[config.mk]
export PLATFORM = sky130hd
export DESIGN_NAME = ifetch_queue_flat
export DESIGN_NICKNAME = d
export VERILOG_FILES = /design/src/rtl/ifetch_queue_pkg.sv /design/src/rtl/ifetch_queue_if.sv /design/src/rtl/ifetch_queue_sync_fifo.sv /design/src/rtl/ifetch_queue.sv /design/src/flat_wrapper.sv
export SDC_FILE = /design/constraint.sdc
export NUM_CORES = 1
export LEC_CHECK = 0
export CORE_MARGIN = 2
export CORE_UTILIZATION = 30
export CTS_CLUSTER_DIAMETER = 60
export DETAILED_ROUTE_END_ITERATION = 7
export PLACE_DENSITY_LB_ADDON = 0.08
export SYNTH_ARGS = -nofsm -noshare
export SYNTH_HDL_FRONTEND = slang
export SYNTH_SLANG_ARGS = --single-unit
[constraint.sdc]
create_clock -name clock -period 3.5 [get_ports clock]
set_input_delay 0.35 -clock clock [delete_from_list [all_inputs] [get_ports clock]]
set_output_delay 0.35 -clock clock [all_outputs]
set_load 0.02 [all_outputs]
[src/rtl/ifetch_queue_pkg.sv]
// Shared fetch pipeline definitions: data width, reset PC default and the queued entry layout.
package ifetch_queue_pkg;

    localparam int XLEN = 32;
    localparam logic [XLEN-1:0] RESET_PC_DEFAULT = 32'h0100_0000;

    typedef struct packed {
        logic [XLEN-1:0] pc;
        logic [XLEN-1:0] inst;
    } fetch_entry_t;

    function automatic logic [XLEN-1:0] word_align(input logic [XLEN-1:0] addr);
        return addr & ~XLEN'(3);
    endfunction

endpackage

[src/rtl/ifetch_queue_if.sv]
// Fetch-unit bus: redirect from execute, instruction memory request/response, decode handshake.
interface ifetch_queue_if;
    import ifetch_queue_pkg::*;

    logic            redirect;
    logic [XLEN-1:0] redirect_pc;
    logic            imem_req;
    logic [XLEN-1:0] imem_addr;
    logic            imem_gnt;
    logic            imem_rvalid;
    logic [XLEN-1:0] imem_rdata;
    logic            dec_valid;
    logic [XLEN-1:0] dec_pc;
    logic [XLEN-1:0] dec_inst;
    logic            dec_ready;

    modport master (
        input  redirect, redirect_pc, imem_gnt, imem_rvalid, imem_rdata, dec_ready,
        output imem_req, imem_addr, dec_valid, dec_pc, dec_inst
    );

    modport slave (
        output redirect, redirect_pc, imem_gnt, imem_rvalid, imem_rdata, dec_ready,
        input  imem_req, imem_addr, dec_valid, dec_pc, dec_inst
    );

endinterface

[src/rtl/ifetch_queue_sync_fifo.sv]
// Synchronous in-order FIFO with flush; head output reads as zero whenever the FIFO is empty.
module sync_fifo #(
    parameter int WIDTH = 64,
    parameter int DEPTH = 4
) (
    input  logic                       clock,
    input  logic                       reset,
    input  logic                       flush,
    input  logic                       push,
    input  logic [WIDTH-1:0]           push_data,
    input  logic                       pop,
    output logic [WIDTH-1:0]           head_data,
    output logic                       full,
    output logic                       empty,
    output logic [$clog2(DEPTH+1)-1:0] count
);

    localparam int AW = $clog2(DEPTH);
    localparam int CW = $clog2(DEPTH+1);

    logic [WIDTH-1:0] mem [DEPTH];
    logic [AW-1:0]    wr_ptr;
    logic [AW-1:0]    rd_ptr;
    logic [CW-1:0]    count_q;
    logic             do_pop;

    assign empty     = (count_q == '0);
    assign full      = (count_q == CW'(DEPTH));
    assign count     = count_q;
    assign do_pop    = pop && !empty;
    assign head_data = empty ? '0 : mem[rd_ptr];

    // Pointers wrap naturally because DEPTH is a power of two.
    always_ff @(posedge clock) begin
        if (reset || flush) begin
            wr_ptr  <= '0;
            rd_ptr  <= '0;
            count_q <= '0;
        end else begin
            if (push) begin
                wr_ptr <= wr_ptr + AW'(1);
            end
            if (do_pop) begin
                rd_ptr <= rd_ptr + AW'(1);
            end
            case ({push, do_pop})
                2'b10:   count_q <= count_q + CW'(1);
                2'b01:   count_q <= count_q - CW'(1);
                default: count_q <= count_q;
            endcase
        end
    end

    always_ff @(posedge clock) begin
        if (!reset && !flush && push) begin
            mem[wr_ptr] <= push_data;
        end
    end

endmodule

[src/rtl/ifetch_queue.sv]
// Instruction fetch front-end: sequential PC generation, credit-limited imem requests,
// in-order response queue toward decode, and redirect flush with in-flight response dropping.
module ifetch_queue
    import ifetch_queue_pkg::*;
#(
    parameter int              DEPTH    = 4,
    parameter logic [XLEN-1:0] RESET_PC = RESET_PC_DEFAULT
) (
    input  logic          clock,
    input  logic          reset,
    ifetch_queue_if.master bus
);

    localparam int CW = $clog2(DEPTH+1);

    logic [XLEN-1:0] fetch_pc;
    logic [XLEN-1:0] resp_pc;
    logic [CW-1:0]   outstanding;
    logic [CW-1:0]   drop;
    logic [CW-1:0]   fifo_count;
    logic [CW:0]     in_use;
    logic            fifo_full;
    logic            fifo_empty;
    logic            credit_ok;
    logic            fire;
    logic            keep;
    logic            pop;
    logic [XLEN-1:0] target;
    fetch_entry_t    push_entry;
    fetch_entry_t    head_entry;

    // Credit counts queued plus in-flight words against the registered count only,
    // so a pop this cycle never frees a slot until the next one.
    assign in_use    = {1'b0, fifo_count} + {1'b0, outstanding};
    assign credit_ok = (in_use < (CW+1)'(DEPTH));

    assign bus.imem_req  = !reset && !bus.redirect && credit_ok;
    assign bus.imem_addr = fetch_pc;

    assign fire   = bus.imem_req && bus.imem_gnt;
    assign keep   = bus.imem_rvalid && (drop == '0) && !bus.redirect;
    assign pop    = !fifo_empty && bus.dec_ready && !bus.redirect;
    assign target = word_align(bus.redirect_pc);

    assign push_entry = '{pc: resp_pc, inst: bus.imem_rdata};

    assign bus.dec_valid = !fifo_empty;
    assign bus.dec_pc    = head_entry.pc;
    assign bus.dec_inst  = head_entry.inst;

    always_ff @(posedge clock) begin
        if (reset) begin
            fetch_pc    <= RESET_PC;
            resp_pc     <= RESET_PC;
            outstanding <= '0;
            drop        <= '0;
        end else begin
            outstanding <= outstanding + CW'(fire) - CW'(bus.imem_rvalid);
            if (bus.redirect) begin
                // Everything still in flight after this cycle belongs to the old path.
                fetch_pc <= target;
                resp_pc  <= target;
                drop     <= outstanding - CW'(bus.imem_rvalid);
            end else begin
                if (fire) begin
                    fetch_pc <= fetch_pc + 32'd4;
                end
                if (bus.imem_rvalid) begin
                    if (drop != '0) begin
                        drop <= drop - CW'(1);
                    end else begin
                        resp_pc <= resp_pc + 32'd4;
                    end
                end
            end
        end
    end

    sync_fifo #(
        .WIDTH ($bits(fetch_entry_t)),
        .DEPTH (DEPTH)
    ) u_fifo (
        .clock     (clock),
        .reset     (reset),
        .flush     (bus.redirect),
        .push      (keep),
        .push_data (push_entry),
        .pop       (pop),
        .head_data (head_entry),
        .full      (fifo_full),
        .empty     (fifo_empty),
        .count     (fifo_count)
    );

    a_no_overflow: assert property (@(posedge clock) disable iff (reset) !(keep && fifo_full))
        else $fatal(1, "ifetch_queue: push into full queue");

endmodule

[src/flat_wrapper.sv]
// flat-port wrapper written by rule: the top's interface ports become plain ports
module ifetch_queue_flat import ifetch_queue_pkg::*;
#(
    parameter int              DEPTH    = 4,
    parameter logic [XLEN-1:0] RESET_PC = RESET_PC_DEFAULT
)
  (clock, reset, bus_redirect, bus_redirect_pc, bus_imem_gnt, bus_imem_rvalid, bus_imem_rdata, bus_dec_ready, bus_imem_req, bus_imem_addr, bus_dec_valid, bus_dec_pc, bus_dec_inst);
  ifetch_queue_if bus_i ();
  input  logic clock;
  input  logic reset;
  input wire logic [$bits(bus_i.redirect)-1:0] bus_redirect;
  input wire logic [$bits(bus_i.redirect_pc)-1:0] bus_redirect_pc;
  input wire logic [$bits(bus_i.imem_gnt)-1:0] bus_imem_gnt;
  input wire logic [$bits(bus_i.imem_rvalid)-1:0] bus_imem_rvalid;
  input wire logic [$bits(bus_i.imem_rdata)-1:0] bus_imem_rdata;
  input wire logic [$bits(bus_i.dec_ready)-1:0] bus_dec_ready;
  output wire logic [$bits(bus_i.imem_req)-1:0] bus_imem_req;
  output wire logic [$bits(bus_i.imem_addr)-1:0] bus_imem_addr;
  output wire logic [$bits(bus_i.dec_valid)-1:0] bus_dec_valid;
  output wire logic [$bits(bus_i.dec_pc)-1:0] bus_dec_pc;
  output wire logic [$bits(bus_i.dec_inst)-1:0] bus_dec_inst;
  assign bus_i.redirect = bus_redirect;
  assign bus_i.redirect_pc = bus_redirect_pc;
  assign bus_i.imem_gnt = bus_imem_gnt;
  assign bus_i.imem_rvalid = bus_imem_rvalid;
  assign bus_i.imem_rdata = bus_imem_rdata;
  assign bus_i.dec_ready = bus_dec_ready;
  assign bus_imem_req = bus_i.imem_req;
  assign bus_imem_addr = bus_i.imem_addr;
  assign bus_dec_valid = bus_i.dec_valid;
  assign bus_dec_pc = bus_i.dec_pc;
  assign bus_dec_inst = bus_i.dec_inst;
  ifetch_queue #(.DEPTH(DEPTH), .RESET_PC(RESET_PC)) u_core (.clock(clock), .reset(reset), .bus(bus_i));
endmodule
Word-level counts from Yosys, hierarchy flattened
Memories as Yosys holds them, arrays and structs flattened. A register that Yosys moved wholly into a read port is not among the register bits. Index checks and enable logic that the tools add are counted.

Flip-flop bits (word level): 77. Memory bits (writable): 256. Input port bits: 70. Output and inout bits: 98. Logic and storage cells: 64. Memories kept: 1.

Memory list: u_core.u_fifo.mem (depth 4, width 64, read ports 1, clocked after memory_dff 1, write ports 1, line ifetch_queue_sync_fifo.sv:21) `logic [WIDTH-1:0] mem [DEPTH];`.

$add $sub $neg: 11. Order comparisons: 1. Eq/ne operators: 3. Mux-type cells: 14. Bitwise gates (word level): 1. Reductions and logical operators: 24.

Operator list (number): $mux W32 (5); $add A32 B3 Y32 const B (2); $mux W64 (1); $logic_and A1 B1 Y1 (9); $mux W3 (3); $reduce_bool A2 Y1 (4); $logic_not A3 Y1 (2); $pmux W3 S2 (1); $reduce_and A2 Y1 (3); $sub A3 B1 Y3 (2); $sub A3 B1 Y3 const B (2); $add A2 B1 Y2 const B (2); $add A3 B3 Y4 (1); $lt A4 B3 Y1 const B (1); $mux W2 (2); $add A3 B1 Y3 (1); $add A3 B1 Y3 const B (1); $logic_not A1 Y1 (3); $reduce_bool A3 Y1 (1); $eq A2 B1 Y1 const B (1); $eq A2 B2 Y1 const B (1); $mux W1 (2); $ne A2 B2 Y1 const B (1); $reduce_or A2 Y1 (1); other kinds (2) (2).

Longest topological paths before layout
Gate-level depths: netlist (run 1).

Depth after elaboration: 7. Depth in mapped cells: 11. Depth with buffers taken out: 10.

By module
From an unflattened synthesis (run 1), not the netlist that was laid out.

Cell total of the unflattened synthesis: 895. Area total of the unflattened synthesis: 13933.4 um^2.

Modules (own cells, without submodules): sync_fifo (instances 1, cells an instance 457, area an instance 10151.0 um^2, sequential area each 7867.5 um^2); ifetch_queue (instances 1, cells an instance 438, area an instance 3782.4 um^2, sequential area each 1321.3 um^2).

Worst setup path after synthesis (run 1)
No wires, ideal clock.

Path type: register to register. Start: register u_core.drop[0]. End: memory u_core.u_fifo.mem[0][0], enable pin. Setup time: 0.427 ns. Data arrival time: 2.538 ns. Data required time: 3.073 ns. Slack: 0.535 ns. Stages on the path, launching flop included: 6. Buffers on the path: 1. Clock period less this slack: 2.965 ns. Cells stage by stage: dfxtp_1 > inv_1 > ha_1 > and3b_1 > buf_2 > and3_1.

Word-level cells in the longest chain between the ends: 6.

RTL lines: start, declared (line ifetch_queue.sv:19) `logic [CW-1:0] drop;`; start signal, assigned (line ifetch_queue.sv:63) `drop <= outstanding - CW'(bus.imem_rvalid);`; start signal, assigned (line ifetch_queue.sv:70) `drop <= drop - CW'(1);`; $logic_not A3 Y1 (line ifetch_queue.sv:41) `assign keep = bus.imem_rvalid && (drop == '0) && !bus.redirect;`; $logic_and A1 B1 Y1 (2 in a row) (line ifetch_queue.sv:41); $logic_and A1 B1 Y1 (line ifetch_queue_sync_fifo.sv:55) `if (!reset && !flush && push) begin`; $mux W1 (line ifetch_queue_sync_fifo.sv:55); $mux W1 (not written as such) (line ifetch_queue_sync_fifo.sv:56) `mem[wr_ptr] <= push_data;`; end, declared (line ifetch_queue_sync_fifo.sv:21).

No other way between the ends.

==> results of run 1 <==
[Yosys cell counts, drive strengths merged (6+ instances only)]
cell,instances
and2,7
xor2,21
a211oi,14
nor3,8
nand4,21
o311ai,9
nor2,33
nor2b,63
dfxtp,75
nand3,30
clkbuf,29
mux4,62
a21boi,14
nand2,45
inv,28
nor4,14
a31oi,14
ha,15
xnor2,29
a21oi,29
and3,15
buf,23
and4,7
o21ai,7
o22ai,6
or3,8
edfxtp,248
[flip-flops by register name, summed over array words and instances, names as in the netlist, named ones only]
register,cells
u_core.u_fifo.mem,248
u_core.bus.imem_addr,30
u_core.resp_pc,30
u_core.drop,3
u_core.outstanding,3
u_core.u_fifo.count,3
u_core.u_fifo.rd_ptr,2
u_core.u_fifo.wr_ptr,2
[metrics by stage]
stage | total power [uW] | instance area [sq um]
2_1_floorplan | 4796 | 13830
3_3_place_gp | 5144 | 16200
3_5_place_dp | 5145 | 16200
4_1_cts | 9137 | 17440
5_1_grt | 9359 | 17440
6_report | 8971 | 17440
[layer usage]
metal  share of wire (%)  routed length [um]
met3                 5.8                2037
met1                  46               16320
met2                  46               16120
met5               0.046                  16
met4                 1.9                 667
[report_power, final]
part           total, uW  internal [uW]  leakage [uW]  switching [uW]
clock               3920           2370      0.000600            1550
combinational        707            324       0.00211             383
sequential          4350           4230       0.00287             114
total               8970           6920       0.00558            2050
[cell families (layout without fill, tap and decap cells)]
| group | Yosys count | in the layout | synth area share (%) |
|---|---|---|---|
| other | 1 | 4 | 0.02715 |
| xor gates and xnor gates | 50 | 50 | 3.170 |
| buffers and inverters | 80 | 274 | 2.536 |
| muxes | 65 | 65 | 10.33 |
| and+or+nand+nor | 263 | 263 | 12.19 |
| AOI/OAI and AO/OA | 107 | 107 | 5.326 |
| adders and majority gates | 17 | 17 | 1.648 |
| DFF | 323 | 323 | 64.78 |
[cell type report]
cell class	instances	area [sq um]	area share, %
Inverter	28	105.1	0.6028
Tap cell	600	750.7	4.305
Timing Repair Buffer	179	1854	10.63
Sequential cell	323	8954	51.35
Clock buffer	49	1066	6.114
Clock inverter	18	166.4	0.9544
Multi-Input combinational cell	506	4541	26.04
[critical path, stage by stage (launching register included)]
cell and delay, ns:
dfxtp_4 0.63, buf_12 0.29, mux4_2 0.54, nor2b_1 0.15, clkdlybuf4s50_1 0.61
[worst max path at each step]
stage	start	to	slack [ns]	cells after the start
after floorplan	u_core.drop[0]	u_core.u_fifo.mem[0][0]	0.53	5
after global placement	bus_imem_rvalid	u_core.u_fifo.count[2]	0.71	9
after detailed placement	bus_imem_rvalid	u_core.u_fifo.count[2]	0.69	9
after CTS	flip-flop	bus_dec_pc[22]	0.27	4
after global routing	flip-flop	bus_dec_pc[30]	0.20	4
final	flip-flop	bus_dec_pc[30]	0.37	4
==> results.toml, run 1 <==
[floorplan]
dieArea_sq_um = 47780
row_count = 78
die_h_um = 218.6
ios = 168
start_util_pct = 30.44
die_w_um = 218.6
core-area_sq_um = 45380

[place]
dp_hpwl_um = 22040
io_buffers = 161
pre_cts_slack_ns = 0.6918
place_inst = 1636
place.gp.congestion = 0.7790

[critical_path]
crit_fanout = 23
r2r_slack_ns = 1.00
endpoint_kind = "output port"
rr_worst_depth = 10
r2r_start = "u_core.drop[0]"
regToRegEndpoint = "u_core.u_fifo.count[2]"
critPathArrivalTime_ns = 2.78
worstPathRequired_ns = 3.15
start_kind = "flip-flop"
critPathKind = "reg -> out"

[cts]
cts_resized = 0
cts_setup_buffers = 0
hold_buffers = 0
path_clk_slew_ns = 0.06
clockBufferDepth = 3
clkSinkCount = 323
htreeDepth = 2
numCtsBuffers = 39
cts_tree = "done"
root_buffer = "clkbuf_16"
worst_skew_pair.late_latency_ns = 0.54

[route]
drt_iter0_markers = 445
final_antenna_net_count = 0
dr.pass1.iters = 4
vias = 8150
postRouteWirelength_um = 35160
wire_per_inst_um = 20.65
drc = 0
avgViaCountPerCell = 4.786

[cells_and_area]
nFillCells = 4345
layout-drive-gt1-share_pct = 16.32
stdcell_count = 1703
diodes = 0
nNetsFinal = 1164
final_common_cell = "edfxtp_1"
post-route-util_pct = 38.42
area_delta_synth_final_pct = 26.22
mostFrequentLayoutCells = "248 x edfxtp_1, 160 x clkdlybuf4s50_1, 73 x dfxtp_1"

[timing]
rsz0062_at_grt = "no"
skew_ns = 0.01240
relSlewSlack_pct = 48.16
tightest_slew_ns = 0.7776
fin_crit_sh_pct = 89.35
hold-worst-slack_ns = 0.08760
worst_slack_ns = 0.3727
period_minus_slack_ns = 3.127
tns_ns = 0
max_freq_mhz = 319.8
setup_viol = 0
hold_viol_final = 0
drv_slew = 0

[yosys]
synth_edf_count = 248
synth_area_sq_um = 13810
yosys.area.top_type = "edfxtp_1"
ys_types = 65
ys.warnings.count = 0
syn_avg_cell_area_sq_um = 15.25
ys_ff_latch = 323
ys_seq_area_share_pct = 64.78
synth_async_sr_flop_share_pct = 0
syn_inst = 906
yosys.area.top_type_share_pct = 53.91
synth_flop_cell = "edfxtp_1"
synth_area_leaders = "edfxtp_1 54%, dfxtp_1 11%, mux4_2 10%, nor2b_1 2.9%, xnor2_1 1.8%"

[hold_path]
hold_path_class = "in -> reg"
worstHoldPathCells = 2
hold-path-endpoint = "u_core.bus.imem_addr[18]"
min_from = "reset"

[global_route]
antenna_found_initial = 1
busiest_layer = "met2"
met1_usage_pct = 20.74
use_met2_pct = 23.14
grt_pass1_wl_um = 53350
grt_pass1_vias = 8462
grtUsageTotal_pct = 14.88
overflow = 0
use_met3_pct = 3.702
grt_start_max_net_pins = 69

[power_and_ir_drop]
ir_worst_vdd_uv = 257.3
cellPowerDensity_nw_per_um2 = 514.5
leakagePower_uw = 0.005581

[run_status]
status = "completed"

[flow_run]
max_cap_viol_count = 0
Note: power is estimated with default switching activity, not from simulation.
==> run 2: changes to the inputs <==
==> constraint.sdc (replaced) <==
create_clock -name clock -period 3.2 [get_ports clock]
set_input_delay 0.32 -clock clock [delete_from_list [all_inputs] [get_ports clock]]
set_output_delay 0.32 -clock clock [all_outputs]
set_load 0.02 [all_outputs]
==> results.toml, run 2 (synthesized netlist as in run 1, its figures left out) <==
[run_status]
status = "completed"

[timing]
fin_crit_sh_pct = 91.62
hold_viol_final = 0
relSlewSlack_pct = 47.19
skew_ns = 0.01705
max_freq_mhz = 341.1
rsz0062_at_grt = "no"
tightest_slew_ns = 0.7921
tns_ns = 0
drv_slew = 0
period_minus_slack_ns = 2.932
setup_viol = 0

[floorplan]
die_h_um = 218.6
ios = 168
row_count = 78
start_util_pct = 30.44
die_w_um = 218.6
core-area_sq_um = 45380
dieArea_sq_um = 47780

[global_route]
antenna_found_initial = 3
grt_pass1_vias = 8582
grtUsageTotal_pct = 14.80
grt_start_max_net_pins = 69
overflow = 0
grt_pass1_wl_um = 53120

[power_and_ir_drop]
pwr-share-clk_pct = 43.1
p_comb_share_pct = 8.0
swShare_pct = 23.34
p_sw_uw = 2266
seqPwrFrac_pct = 49.0
intPower_uw = 7443
cellPowerDensity_nw_per_um2 = 558.2
ir_worst_vdd_uv = 305.3
leakagePower_uw = 0.005566
power_uw = 9709

[cells_and_area]
mostFrequentLayoutCells = "248 x edfxtp_1, 160 x clkdlybuf4s50_1, 73 x dfxtp_1"
nFillCells = 4283
top_register = "u_core.u_fifo.mem"
final_common_cell = "edfxtp_1"
largest_reg_flops = 248
diodes = 0
area_delta_synth_final_pct = 25.90
layout-drive-gt1-share_pct = 16.76
nNetsFinal = 1165

[hold_path]
hold_path_class = "in -> reg"
min_from = "reset"

[place]
place.gp.congestion = 0.7729
dp_hpwl_um = 21320
io_buffers = 161

[cts]
cts_tree = "done"
clkSinkCount = 323
htreeDepth = 2
hold_buffers = 0
worst_skew_pair.late_latency_ns = 0.55
cts_setup_buffers = 0
root_buffer = "clkbuf_16"
clockBufferDepth = 3
numCtsBuffers = 40
path_clk_slew_ns = 0.06
cts_resized = 0

[critical_path]
critPathArrivalTime_ns = 2.61
start_kind = "flip-flop"
r2r_start = "u_core.drop[0]"
worstPathRequired_ns = 2.88
critPathKind = "reg -> out"
crit_fanout = 47
endpoint_kind = "output port"

[route]
dr.pass1.iters = 4
final_antenna_net_count = 0
postRouteWirelength_um = 34670
drc = 0
drt_iter0_markers = 471
avgViaCountPerCell = 4.748
vias = 8090
wire_per_inst_um = 20.34

[flow_run]
max_cap_viol_count = 0
## run 2: worst max-delay path, cell delays in order (launching register included)
cell and delay (ns):
dfxtp_4 0.35, buf_12 0.34, mux4_2 0.58, nor2b_1 0.15, clkdlybuf4s50_1 0.58
## run 2: power by group through the flow
stage	logic [uW]	registers (uW)	clock network, uW
global placement	782	4840	0
floorplan	414	4830	0
CTS	787	4750	4340
detailed placement	783	4840	0
global route	849	4770	4500
finish	772	4750	4180
## run 2: routing by layer
| layer | GRT usage (%) | wire length, um | up-vias |
|---|---|---|---|
| li1 | - | - | 3818 |
| met1 | 20.04 | 15780 | 4032 |
| met2 | 23.32 | 16150 | 187 |
| met3 | 3.841 | 2049 | 49 |
| met4 | 4.376 | 663 | 4 |
| met5 | 0 | 30 | - |
## run 2: layout make-up
type	instances	area [sq um]	area share (%)
Sequential cell	323	8954	51.48
Multi-Input combinational cell	506	4541	26.11
Timing Repair Buffer	179	1829	10.52
Clock buffer	47	1069	6.143
Tap cell	600	750.7	4.316
Clock inverter	21	145.1	0.8345
Inverter	28	105.1	0.6043
## run 2: path summary, 6_finish.rpt
kind / slack (ns) / end / cells after the start
hold / removal: 0.20 / u_core.outstanding[1] / 2
setup reg to reg: 0.64 / u_core.u_fifo.count[2] / 10
setup / recovery: 0.27 / bus_dec_pc[30] / 4
hold reg to reg: 0.50 / u_core.u_fifo.wr_ptr[1] / 2
## run 2: stage by stage
step	util (%)	area (sq um)	instances	hold WS [ns]	setup WS (ns)
2_1_floorplan	-	13830	909	0.4189	0.2350
3_3_place_gp	35.65	16180	1636	0.4962	0.5852
3_5_place_dp	35.65	16180	1636	0.4967	0.5609
6_report	38.33	17390	1704	0.2035	0.2681
5_1_grt	38.33	17390	1704	0.2030	0.1122
4_1_cts	38.33	17390	1704	0.1644	0.1796
==> run 3: changes to the inputs <==
--- a/config.mk
+++ b/config.mk
@@ -5,10 +5,12 @@
 export SDC_FILE = /design/constraint.sdc
 export NUM_CORES = 1
 export LEC_CHECK = 0
+export CAP_MARGIN = 20
 export CORE_MARGIN = 2
 export CORE_UTILIZATION = 30
 export CTS_CLUSTER_DIAMETER = 60
 export DETAILED_ROUTE_END_ITERATION = 7
+export GPL_TIMING_DRIVEN = 0
 export PLACE_DENSITY_LB_ADDON = 0.08
 export SYNTH_ARGS = -nofsm -noshare
 export SYNTH_HDL_FRONTEND = slang
==> results.toml, run 3 (synthesized netlist as in run 1, its figures left out) <==
[run_status]
status = "completed"

[route]
postRouteWirelength_um = 36550
avgViaCountPerCell = 4.782
wire_per_inst_um = 20.97
dr.pass1.iters = 4
drt_iter0_markers = 525
drc = 0
final_antenna_net_count = 0
vias = 8335

[hold_path]
worstHoldPathCells = 3
hold_path_class = "in -> reg"

[cells_and_area]
top_register = "u_core.u_fifo.mem"
largest_reg_flops = 248
post-route-util_pct = 38.75
stdcell_count = 1743
mostFrequentLayoutCells = "248 x edfxtp_1, 160 x clkdlybuf4s50_1, 73 x dfxtp_1"
final_common_cell = "edfxtp_1"
diodes = 0
area_delta_synth_final_pct = 27.28
layout-drive-gt1-share_pct = 17.32
nNetsFinal = 1200

[timing]
period_minus_slack_ns = 3.013
hold_viol_final = 0
rsz0062_at_grt = "no"
skew_ns = 0.01055
drv_slew = 0
tightest_slew_ns = 0.8714
fin_crit_sh_pct = 94.14
relSlewSlack_pct = 41.90
max_freq_mhz = 331.9
setup_viol = 0

[global_route]
use_met2_pct = 24.45
use_met3_pct = 3.090
grt_pass1_wl_um = 55240
grtUsageTotal_pct = 15.43
antenna_found_initial = 1
grt_pass1_vias = 8706
overflow = 0
busiest_layer = "met2"
grt_start_max_net_pins = 48
met1_usage_pct = 21.55

[cts]
root_buffer = "clkbuf_16"
worst_skew_pair.late_latency_ns = 0.53
clkSinkCount = 323
clockBufferDepth = 3
numCtsBuffers = 39
cts_tree = "done"
cts_setup_buffers = 0
htreeDepth = 2
path_clk_slew_ns = 0.06

[power_and_ir_drop]
swShare_pct = 23.45
p_sw_uw = 2303
p_comb_share_pct = 8.1
cellPowerDensity_nw_per_um2 = 558.5
seqPwrFrac_pct = 48.5
ir_worst_vdd_uv = 319.5
leakagePower_uw = 0.005671
power_uw = 9820
pwr-share-clk_pct = 43.4
intPower_uw = 7517

[critical_path]
critPathKind = "reg -> out"
worstPathCellList = "clkbuf_4, mux4_2, nor2b_1, clkdlybuf4s50_1"
worstPathRequired_ns = 2.88
start_kind = "flip-flop"
critPathArrivalTime_ns = 2.69
endpoint_kind = "output port"
crit_fanout = 10
cp_slowest_cell = "clkdlybuf4s50_1"
rr_worst_depth = 11
cpPeakStageDelay_ns = 0.58

[floorplan]
start_util_pct = 30.44
core-area_sq_um = 45380
die_w_um = 218.6
die_h_um = 218.6
ios = 168
dieArea_sq_um = 47780
row_count = 78

[place]
io_buffers = 160
place.gp.congestion = 0.8189
place_inst = 1674
dp_hpwl_um = 24760

[flow_run]
max_cap_viol_count = 0
[run 3: cell count changes in the layout (fill, tap and decap cells not counted), sizes merged]
cell      change
clkinv        +6
bufinv        +1
inv           -1
buf           +4
clkbuf       +30
clkinvlp      -1
[run 3: routing by layer]
| metal | vias up | wire, um |
|---|---|---|
| li1 | 3892 | - |
| met1 | 4158 | 16980 |
| met2 | 230 | 17040 |
| met3 | 53 | 1756 |
| met4 | 2 | 756 |
| met5 | - | 11 |
[run 3: metrics by stage]
| step | worst slack, ns | hold slack [ns] | setup TNS [ns] | instance area (sq um) |
|---|---|---|---|---|
| after CTS | 0.01519 | 0.1516 | 0 | 17570 |
| after global routing | 0.03609 | 0.1629 | 0 | 17580 |
| after global placement | -1.789 | 0.4951 | -487.18 | 16180 |
| final | 0.1874 | 0.1773 | 0 | 17580 |
| after floorplan | 0.2350 | 0.4189 | 0 | 13830 |
| after detailed placement | 0.1066 | 0.5057 | 0 | 16310 |
[run 3: power groups by stage]
stage	Sequential [uW]	Clock, uW	Combinational, uW
global route	4780	4560	869
CTS	4760	4400	814
detailed placement	4850	0	810
finish	4760	4260	800
floorplan	4830	0	414
global placement	4850	0	802
[run 3: critical path: cells and delay by family (launching register included)]
family	cells	cell delay (ns)
buffers and inverters	2	0.94
multiplexers	1	0.55
AND/OR/NAND/NOR	1	0.15
flip-flops	1	0.52
[run 3: worst paths after layout]
path	from	end	slack [ns]
worst min register to register	u_core.u_fifo.wr_ptr[1]	u_core.u_fifo.wr_ptr[1]	0.51
worst min-delay path	reset	u_core.bus.imem_addr[26]	0.18
worst max register to register	u_core.drop[0]	u_core.u_fifo.count[2]	0.67
worst max-delay path	flip-flop	bus_dec_pc[28]	0.19
[run 3: layout make-up]
| cell class | instances | area, sq um |
|---|---|---|
| Fill cell | 4311 | 27800 |
| Sequential cell | 323 | 8951 |
| Multi-Input combinational cell | 506 | 4558 |
| Timing Repair Buffer | 165 | 1708 |
| Clock buffer | 45 | 1051 |
| Tap cell | 600 | 750.7 |
| Buffer | 50 | 262.8 |
| Clock inverter | 26 | 196.4 |
| Inverter | 28 | 105.1 |
[run 3: repair_timing]
item	in CTS	in global routing
cloned	0	0
gates resized for setup	11	7
setup endpoints to repair	61	38
hold buffers	0	0
